File: src/rtl/hc_sub_pkg.sv
// Shared types and constants for the Han-Carlson prefix subtractor.
// Optional signed-overflow output is enabled with `define HC_SUB_OVF_EN.
package hc_sub_pkg;

  localparam int unsigned HC_SUB_STAGES    = 3;
  localparam int unsigned HC_SUB_MAX_WIDTH = 64;

  // Sized for the widest legal operand; narrower instances use the low bits.
  typedef struct packed {
    logic [HC_SUB_MAX_WIDTH-1:0] g;
    logic [HC_SUB_MAX_WIDTH-1:0] p;
  } gp_t;

  // Odd-index Kogge-Stone levels needed to span width bits: ceil(log2(width)).
  function automatic int unsigned hc_levels(input int unsigned width);
    int unsigned n;
    n = 0;
    while ((32'd1 << n) < width) begin
      n++;
    end
    return n;
  endfunction

endpackage

File: src/rtl/hc_sub_pipe_if.sv
// Operand/result handshake bundle for hc_sub_pipe.
// out_ovf exists only when HC_SUB_OVF_EN is defined.
interface hc_sub_pipe_if #(
  parameter int unsigned WIDTH = 4
);
  logic             in_valid;
  logic             in_ready;
  logic [WIDTH-1:0] in_a;
  logic [WIDTH-1:0] in_b;
  logic             in_bin;
  logic             out_valid;
  logic             out_ready;
  logic [WIDTH-1:0] out_diff;
  logic             out_bout;
`ifdef HC_SUB_OVF_EN
  logic             out_ovf;
`endif

  modport master (
    output in_valid, in_a, in_b, in_bin, out_ready,
    input  in_ready, out_valid, out_diff, out_bout
`ifdef HC_SUB_OVF_EN
    , input out_ovf
`endif
  );

  modport slave (
    input  in_valid, in_a, in_b, in_bin, out_ready,
    output in_ready, out_valid, out_diff, out_bout
`ifdef HC_SUB_OVF_EN
    , output out_ovf
`endif
  );

endinterface

File: src/rtl/hc_borrow_net.sv
// Combinational Han-Carlson borrow network: (g, p, bin) -> group borrows B[i] over bits i..0.
module hc_borrow_net
  import hc_sub_pkg::*;
#(
  parameter int unsigned WIDTH = 4
) (
  input  gp_t              gp_i,
  input  logic             bin_i,
  output logic [WIDTH-1:0] borrow_o
);

  localparam int unsigned Levels = hc_levels(WIDTH);

  logic [WIDTH-1:0] g_lvl [Levels+1];
  logic [WIDTH-1:0] p_lvl [Levels+1];

  // Upper bits of the max-width struct are structurally zero here.
  logic unused_gp;
  assign unused_gp = ^gp_i;

  always_comb begin
    int span;
    g_lvl[0] = gp_i.g[WIDTH-1:0];
    p_lvl[0] = gp_i.p[WIDTH-1:0];
    // Borrow-in acts as the position -1 generate, folded into bit 0.
    g_lvl[0][0] = gp_i.g[0] | (gp_i.p[0] & bin_i);
    p_lvl[0][0] = 1'b0;
    for (int l = 0; l < int'(Levels); l++) begin
      span = 1 << l;
      g_lvl[l+1] = g_lvl[l];
      p_lvl[l+1] = p_lvl[l];
      for (int i = 1; i < int'(WIDTH); i += 2) begin
        if (i >= span) begin
          g_lvl[l+1][i] = g_lvl[l][i] | (p_lvl[l][i] & g_lvl[l][i-span]);
          p_lvl[l+1][i] = p_lvl[l][i] & p_lvl[l][i-span];
        end
      end
    end
    borrow_o = g_lvl[Levels];
    // Even-index fix-up from the completed odd neighbour below.
    for (int i = 2; i < int'(WIDTH); i += 2) begin
      borrow_o[i] = g_lvl[Levels][i] | (p_lvl[Levels][i] & g_lvl[Levels][i-1]);
    end
  end

endmodule

File: src/rtl/hc_sub_pipe.sv
// Three-stage pipelined Han-Carlson subtractor: diff = a - b - bin, with borrow-out.
// Define HC_SUB_OVF_EN to add the registered signed-overflow output out_ovf.
module hc_sub_pipe
  import hc_sub_pkg::*;
#(
  parameter int unsigned WIDTH = 4
) (
  input logic          clk,
  input logic          rst_n,
  hc_sub_pipe_if.slave sub_io
);

  logic v1_q, v2_q, v3_q;
  logic v1_d, v2_d, v3_d;
  logic adv1, adv2, adv3, load1, in_ready;

  gp_t              gp_d, gp_q;
  logic             bin1_q;
  logic [WIDTH-1:0] x2_d, x2_q;
  logic [WIDTH-1:0] borrow_d, borrow2_q;
  logic             bin2_q;
  logic [WIDTH-1:0] diff_d, diff_q;
  logic             bout_d, bout_q;

  // Each stage advances when the one below is empty or itself advancing.
  assign adv3     = v3_q & sub_io.out_ready;
  assign adv2     = v2_q & (~v3_q | adv3);
  assign adv1     = v1_q & (~v2_q | adv2);
  assign in_ready = ~v1_q | adv1;
  assign load1    = sub_io.in_valid & in_ready;

  assign v1_d = load1 | (v1_q & ~adv1);
  assign v2_d = adv1  | (v2_q & ~adv2);
  assign v3_d = adv2  | (v3_q & ~adv3);

  always_comb begin
    gp_d = '0;
    gp_d.g[WIDTH-1:0] = ~sub_io.in_a & sub_io.in_b;
    gp_d.p[WIDTH-1:0] = ~(sub_io.in_a ^ sub_io.in_b);
  end

  hc_borrow_net #(
    .WIDTH (WIDTH)
  ) u_borrow_net (
    .gp_i     (gp_q),
    .bin_i    (bin1_q),
    .borrow_o (borrow_d)
  );

  // a ^ b is recovered from the stored propagate.
  assign x2_d   = ~gp_q.p[WIDTH-1:0];
  assign diff_d = x2_q ^ {borrow2_q[WIDTH-2:0], bin2_q};
  assign bout_d = borrow2_q[WIDTH-1];

  always_ff @(posedge clk or negedge rst_n) begin
    if (!rst_n) begin
      v1_q <= 1'b0;
      v2_q <= 1'b0;
      v3_q <= 1'b0;
    end else begin
      v1_q <= v1_d;
      v2_q <= v2_d;
      v3_q <= v3_d;
    end
  end

  always_ff @(posedge clk or negedge rst_n) begin
    if (!rst_n) begin
      gp_q   <= '0;
      bin1_q <= 1'b0;
    end else if (load1) begin
      gp_q   <= gp_d;
      bin1_q <= sub_io.in_bin;
    end
  end

  always_ff @(posedge clk or negedge rst_n) begin
    if (!rst_n) begin
      x2_q      <= '0;
      borrow2_q <= '0;
      bin2_q    <= 1'b0;
    end else if (adv1) begin
      x2_q      <= x2_d;
      borrow2_q <= borrow_d;
      bin2_q    <= bin1_q;
    end
  end

  always_ff @(posedge clk or negedge rst_n) begin
    if (!rst_n) begin
      diff_q <= '0;
      bout_q <= 1'b0;
    end else if (adv2) begin
      diff_q <= diff_d;
      bout_q <= bout_d;
    end
  end

`ifdef HC_SUB_OVF_EN
  logic ovf_q;

  always_ff @(posedge clk or negedge rst_n) begin
    if (!rst_n) begin
      ovf_q <= 1'b0;
    end else if (adv2) begin
      ovf_q <= borrow2_q[WIDTH-1] ^ borrow2_q[WIDTH-2];
    end
  end

  assign sub_io.out_ovf = ovf_q;
`endif

  assign sub_io.in_ready  = in_ready;
  assign sub_io.out_valid = v3_q;
  assign sub_io.out_diff  = diff_q;
  assign sub_io.out_bout  = bout_q;

endmodule
File: src/flat_wrapper.sv
// flat-port wrapper written by rule: the top's interface ports become plain ports
module hc_sub_pipe_flat import hc_sub_pkg::*;
#(
  parameter int unsigned WIDTH = 4
)
  (clk, rst_n, sub_io_in_valid, sub_io_in_a, sub_io_in_b, sub_io_in_bin, sub_io_out_ready, sub_io_in_ready, sub_io_out_valid, sub_io_out_diff, sub_io_out_bout);
  hc_sub_pipe_if #(.WIDTH(WIDTH)) sub_io_i ();
  input logic clk;
  input logic rst_n;
  input wire logic [$bits(sub_io_i.in_valid)-1:0] sub_io_in_valid;
  input wire logic [$bits(sub_io_i.in_a)-1:0] sub_io_in_a;
  input wire logic [$bits(sub_io_i.in_b)-1:0] sub_io_in_b;
  input wire logic [$bits(sub_io_i.in_bin)-1:0] sub_io_in_bin;
  input wire logic [$bits(sub_io_i.out_ready)-1:0] sub_io_out_ready;
  output wire logic [$bits(sub_io_i.in_ready)-1:0] sub_io_in_ready;
  output wire logic [$bits(sub_io_i.out_valid)-1:0] sub_io_out_valid;
  output wire logic [$bits(sub_io_i.out_diff)-1:0] sub_io_out_diff;
  output wire logic [$bits(sub_io_i.out_bout)-1:0] sub_io_out_bout;
  assign sub_io_i.in_valid = sub_io_in_valid;
  assign sub_io_i.in_a = sub_io_in_a;
  assign sub_io_i.in_b = sub_io_in_b;
  assign sub_io_i.in_bin = sub_io_in_bin;
  assign sub_io_i.out_ready = sub_io_out_ready;
  assign sub_io_in_ready = sub_io_i.in_ready;
  assign sub_io_out_valid = sub_io_i.out_valid;
  assign sub_io_out_diff = sub_io_i.out_diff;
  assign sub_io_out_bout = sub_io_i.out_bout;
  hc_sub_pipe #(.WIDTH(WIDTH)) u_core (.clk(clk), .rst_n(rst_n), .sub_io(sub_io_i));
endmodule
File: config.mk
export PLATFORM = sky130hd
export DESIGN_NAME = hc_sub_pipe_flat
export DESIGN_NICKNAME = d
export VERILOG_FILES = /design/src/rtl/hc_sub_pkg.sv /design/src/rtl/hc_sub_pipe_if.sv /design/src/rtl/hc_borrow_net.sv /design/src/rtl/hc_sub_pipe.sv /design/src/flat_wrapper.sv
export SDC_FILE = /design/constraint.sdc
export NUM_CORES = 1
export LEC_CHECK = 0
export ABC_CLOCK_PERIOD_IN_PS = 1200
export CELL_PAD_IN_SITES_DETAIL_PLACEMENT = 1
export CELL_PAD_IN_SITES_GLOBAL_PLACEMENT = 1
export CORE_ASPECT_RATIO = 1.5
export CORE_UTILIZATION = 36
export CTS_BUF_LIST = sky130_fd_sc_hd__clkbuf_16
export DETAILED_ROUTE_END_ITERATION = 8
export PLACE_DENSITY_LB_ADDON = 0.12
export SYNTH_ARGS = -nofsm -noshare
export SYNTH_HDL_FRONTEND = slang
export SYNTH_SLANG_ARGS = --single-unit
File: constraint.sdc
create_clock -name clk -period 1.2 [get_ports clk]
set_input_delay 0.24 -clock clk [delete_from_list [all_inputs] [get_ports clk]]
set_output_delay 0.24 -clock clk [all_outputs]
set_load 0.01 [all_outputs]
==> impl_metrics.yaml <==
sta:
  max-slew-margin-rel: 0.7427
  grt_setup_unrepaired: "yes"
  final_min_period_over_clock_period: 1.052
  finalMaxSlewViolations: 0
  finalWorstSetupSlack_ns: -0.06297
  clock.fmax_mhz: 791.8
  tightest_slew_ns: 0.3860
  timing.clock.skew_ns: 0.002285
  finalSetupViolations: 18
  setup_tns_ns: -0.3885
  layout_min_cycle_time_ns: 1.263
  report.final.hold_viol_count: 0
placement:
  place_area_sq_um: 1413
  gpl.final_weighted_congestion: 0.7643
  place.detailed.instances: 154
  place_hpwl_um: 1528
  port_buffers: 19
  place_ws_ns: -0.4777
logic_synthesis:
  synth-warning-count: 0
  synthesis.area_per_instance_sq_um: 12.48
  yosys_register_bits: 26
  count_of_unique_library_cells_instantiated_by_yosys: 18
  synth-edff-count: 0
  post_synthesis_cell_count: 89
  async_flop_share: 1.000
  synth_ff_type: "dfrtp_1"
  synth_area_leader_cell: "dfrtp_1"
  syn-num-nets: 106
  synth_top_cells_by_area: "dfrtp_1 (59%), mux2_2 (12%), o21ai_0 (5.0%)"
  synth_area_sq_um: 1111
  yosys.area.top_type_share: 0.5856
  synth_sequential_area_ratio: 0.5856
pwr:
  p_int_mw: 2.012
  power.total_mw: 2.811
  pwr-share-clk: 0.262
  seq_power_share: 0.453
  p_leak_nw: 0.7729
  maximum_vdd_drop_uv: 1042
  total_switching_power_mw: 0.7981
  p_comb_frac: 0.285
  p_sw_frac: 0.2840
  power.density_nw_per_um2: 1699
layout:
  fill_cells: 312
  most-common-layout-cells: "dfrtp_1 (25), mux2_4 (11), clkdlybuf4s50_1 (10)"
  diodes: 0
  area_growth_pct: 48.87
  layout-drive-gt1-share: 0.3548
  num-nets-final: 142
  design_area_sq_um: 1654
  instances_no_fill: 163
  final_common_cell: "dfrtp_1"
detailed_routing:
  detailedRoute.firstIterationViolations: 4
  detail_route.drc_violations: 0
  drt-wirelength-per-cell_um: 14.69
  wl_um: 2395
  viasPerCell: 4.712
  drt.antenna.violating_nets: 0
  first_pass_iters: 3
  via_count: 768
floorplan:
  die-height_um: 70.04
  design.portCount: 20
  die_w_um: 47.36
  initial_utilization: 0.3814
  fp-row-count: 24
  design.die.area_sq_um: 3317
  placeableCoreArea_sq_um: 2913
worst_setup_path:
  critical_path_peak_fanout: 6
  critical_path_buf_inv_count: 1
  crit_required_ns: 1.34
  critical-path-max-stage-delay_ns: 0.40
  worstSetupEndpointType: "flop"
  timing.critical_path.from_type: "flop"
  crit_chain: "buf_6 > nand3b_1 > nand2_4 > mux2_4"
  timing.critical_path.max_delay_family: "flip-flops"
  path_class: "reg -> reg"
  slowest_stage: "dfrtp_2"
  critical_path_arrival_ns: 1.41
global_route:
  antenna_found_initial: 0
  globalRouteTotalUtil: 0.1750
  grt_max_degree: 27
  grt-ovfl-total: 0
  grt_first_pass_wirelength_um: 4064
  grt_pass1_vias: 853
cts:
  hold_buffers: 0
  h_tree_levels: 1
  clock_sinks: 26
  clk_path_buf_depth: 2
  cts_tree: "yes"
  clockRootBuffer: "clkbuf_16"
  clk_transition_reported_paths_ns: 0.06
  clkLatencyLatePin_ns: 0.26
  cts_inserted_buffers: 3
job:
  cap_violations: 0
status:
  outcome: "finished with violations"
  violations_in_the_final_reports: "setup timing"
hold_path:
  hold_path_class: "in -> async"
[worst paths after layout]
path | to | slack [ns] | startpoint | depth (start not counted)
max in group asynchronous | u_core.sub_io.out_valid | 0.70 | rst_n | 2
min reg2reg | u_core.sub_io.out_diff[1] | 0.47 | u_core.sub_io.out_diff[1] | 2
max | u_core.bin2_q | -0.06 | u_core.sub_io.out_valid | 4
min | u_core.sub_io.out_diff[0] | 0.33 | rst_n | 2
min in group clk | u_core.sub_io.out_diff[1] | 0.47 | u_core.sub_io.out_diff[1] | 2
max reg2reg | u_core.bin2_q | -0.06 | u_core.sub_io.out_valid | 4
[synthesized netlist by cell type (2+ instances only)]
library cell,instances
a21oi_1,3
dfrtp_1,26
ha_1,4
inv_1,4
mux2_2,12
nand2_1,11
nand2_2,2
nand2b_1,3
nor2_1,2
o21ai_0,11
xnor2_1,4
[sequential cells by signal, indices dropped and copies added (netlist names)]
register and cells:
u_core.sub_io.out_bout 1, u_core.borrow2_q 4, u_core.gp_q 8, u_core.sub_io.out_valid 1
u_core.x2_q 4, u_core.sub_io.out_diff 4, u_core.v2_q 1, u_core.bin1_q 1
u_core.bin2_q 1, u_core.v1_q 1
[per-stage QoR]
stage | util | hold slack (ns)
2_1_floorplan | - | -0.05559
3_3_place_gp | 0.4850 | 0.4591
3_5_place_dp | 0.4850 | 0.4685
4_1_cts | 0.5498 | 0.3408
5_1_grt | 0.5679 | 0.3412
6_report | 0.5679 | 0.3319
[cell families after synthesis]
| logic type | after synthesis | synth area share |
|---|---|---|
| buffers and inverters | 5 | 0.02364 |
| xor gates and xnor gates | 4 | 0.03153 |
| AOI/OAI and AO/OA | 15 | 0.06982 |
| DFF | 26 | 0.5856 |
| muxes | 12 | 0.1216 |
| and+or+nand+nor | 23 | 0.1228 |
| adders and majority gates | 4 | 0.04505 |
[power by group through the flow]
stage / clock network [mW] / logic, mW / registers, mW
finish: 0.735 / 0.801 / 1.27
global route: 0.791 / 0.884 / 1.31
CTS: 0.742 / 0.740 / 1.26
detailed placement: 0 / 0.682 / 1.26
global placement: 0 / 0.652 / 1.24
floorplan: 0 / 0.312 / 1.27
[worst reg2reg max path: stages (launching register included)]
cell	delay, ns
dfrtp_2	0.40
buf_6	0.11
nand3b_1	0.15
nand2_4	0.18
mux2_4	0.31
[timing repair]
item | 4_1_cts | 5_1_grt
pin swaps | 3 | 6
resized for setup | 41 | 12
buffers inserted | 2 | 1
gates cloned | 2 | 0
setup endpoints to repair | 24 | 26
[per-layer routing]
layer / track usage / share of wire / vias up
met4: 0.07619 / 0.017 / 0
li1: - / - / 373
met2: 0.2938 / 0.58 / 13
met1: 0.2103 / 0.38 / 378
met3: 0.02326 / 0.015 / 4
met5: 0 / 0 / -
[cell type report]
type	instances	area, sq um	share of cell area
Multi-Input combinational cell	59	555.5	0.3359
Timing Repair Buffer	31	304.0	0.1838
Inverter	4	15.01	0.009077
Sequential cell	26	651.9	0.3941
Clock buffer	3	75.07	0.04539
Clock inverter	1	3.754	0.002269
Tap cell	39	48.80	0.02950
(Power assumes the default switching activity.)
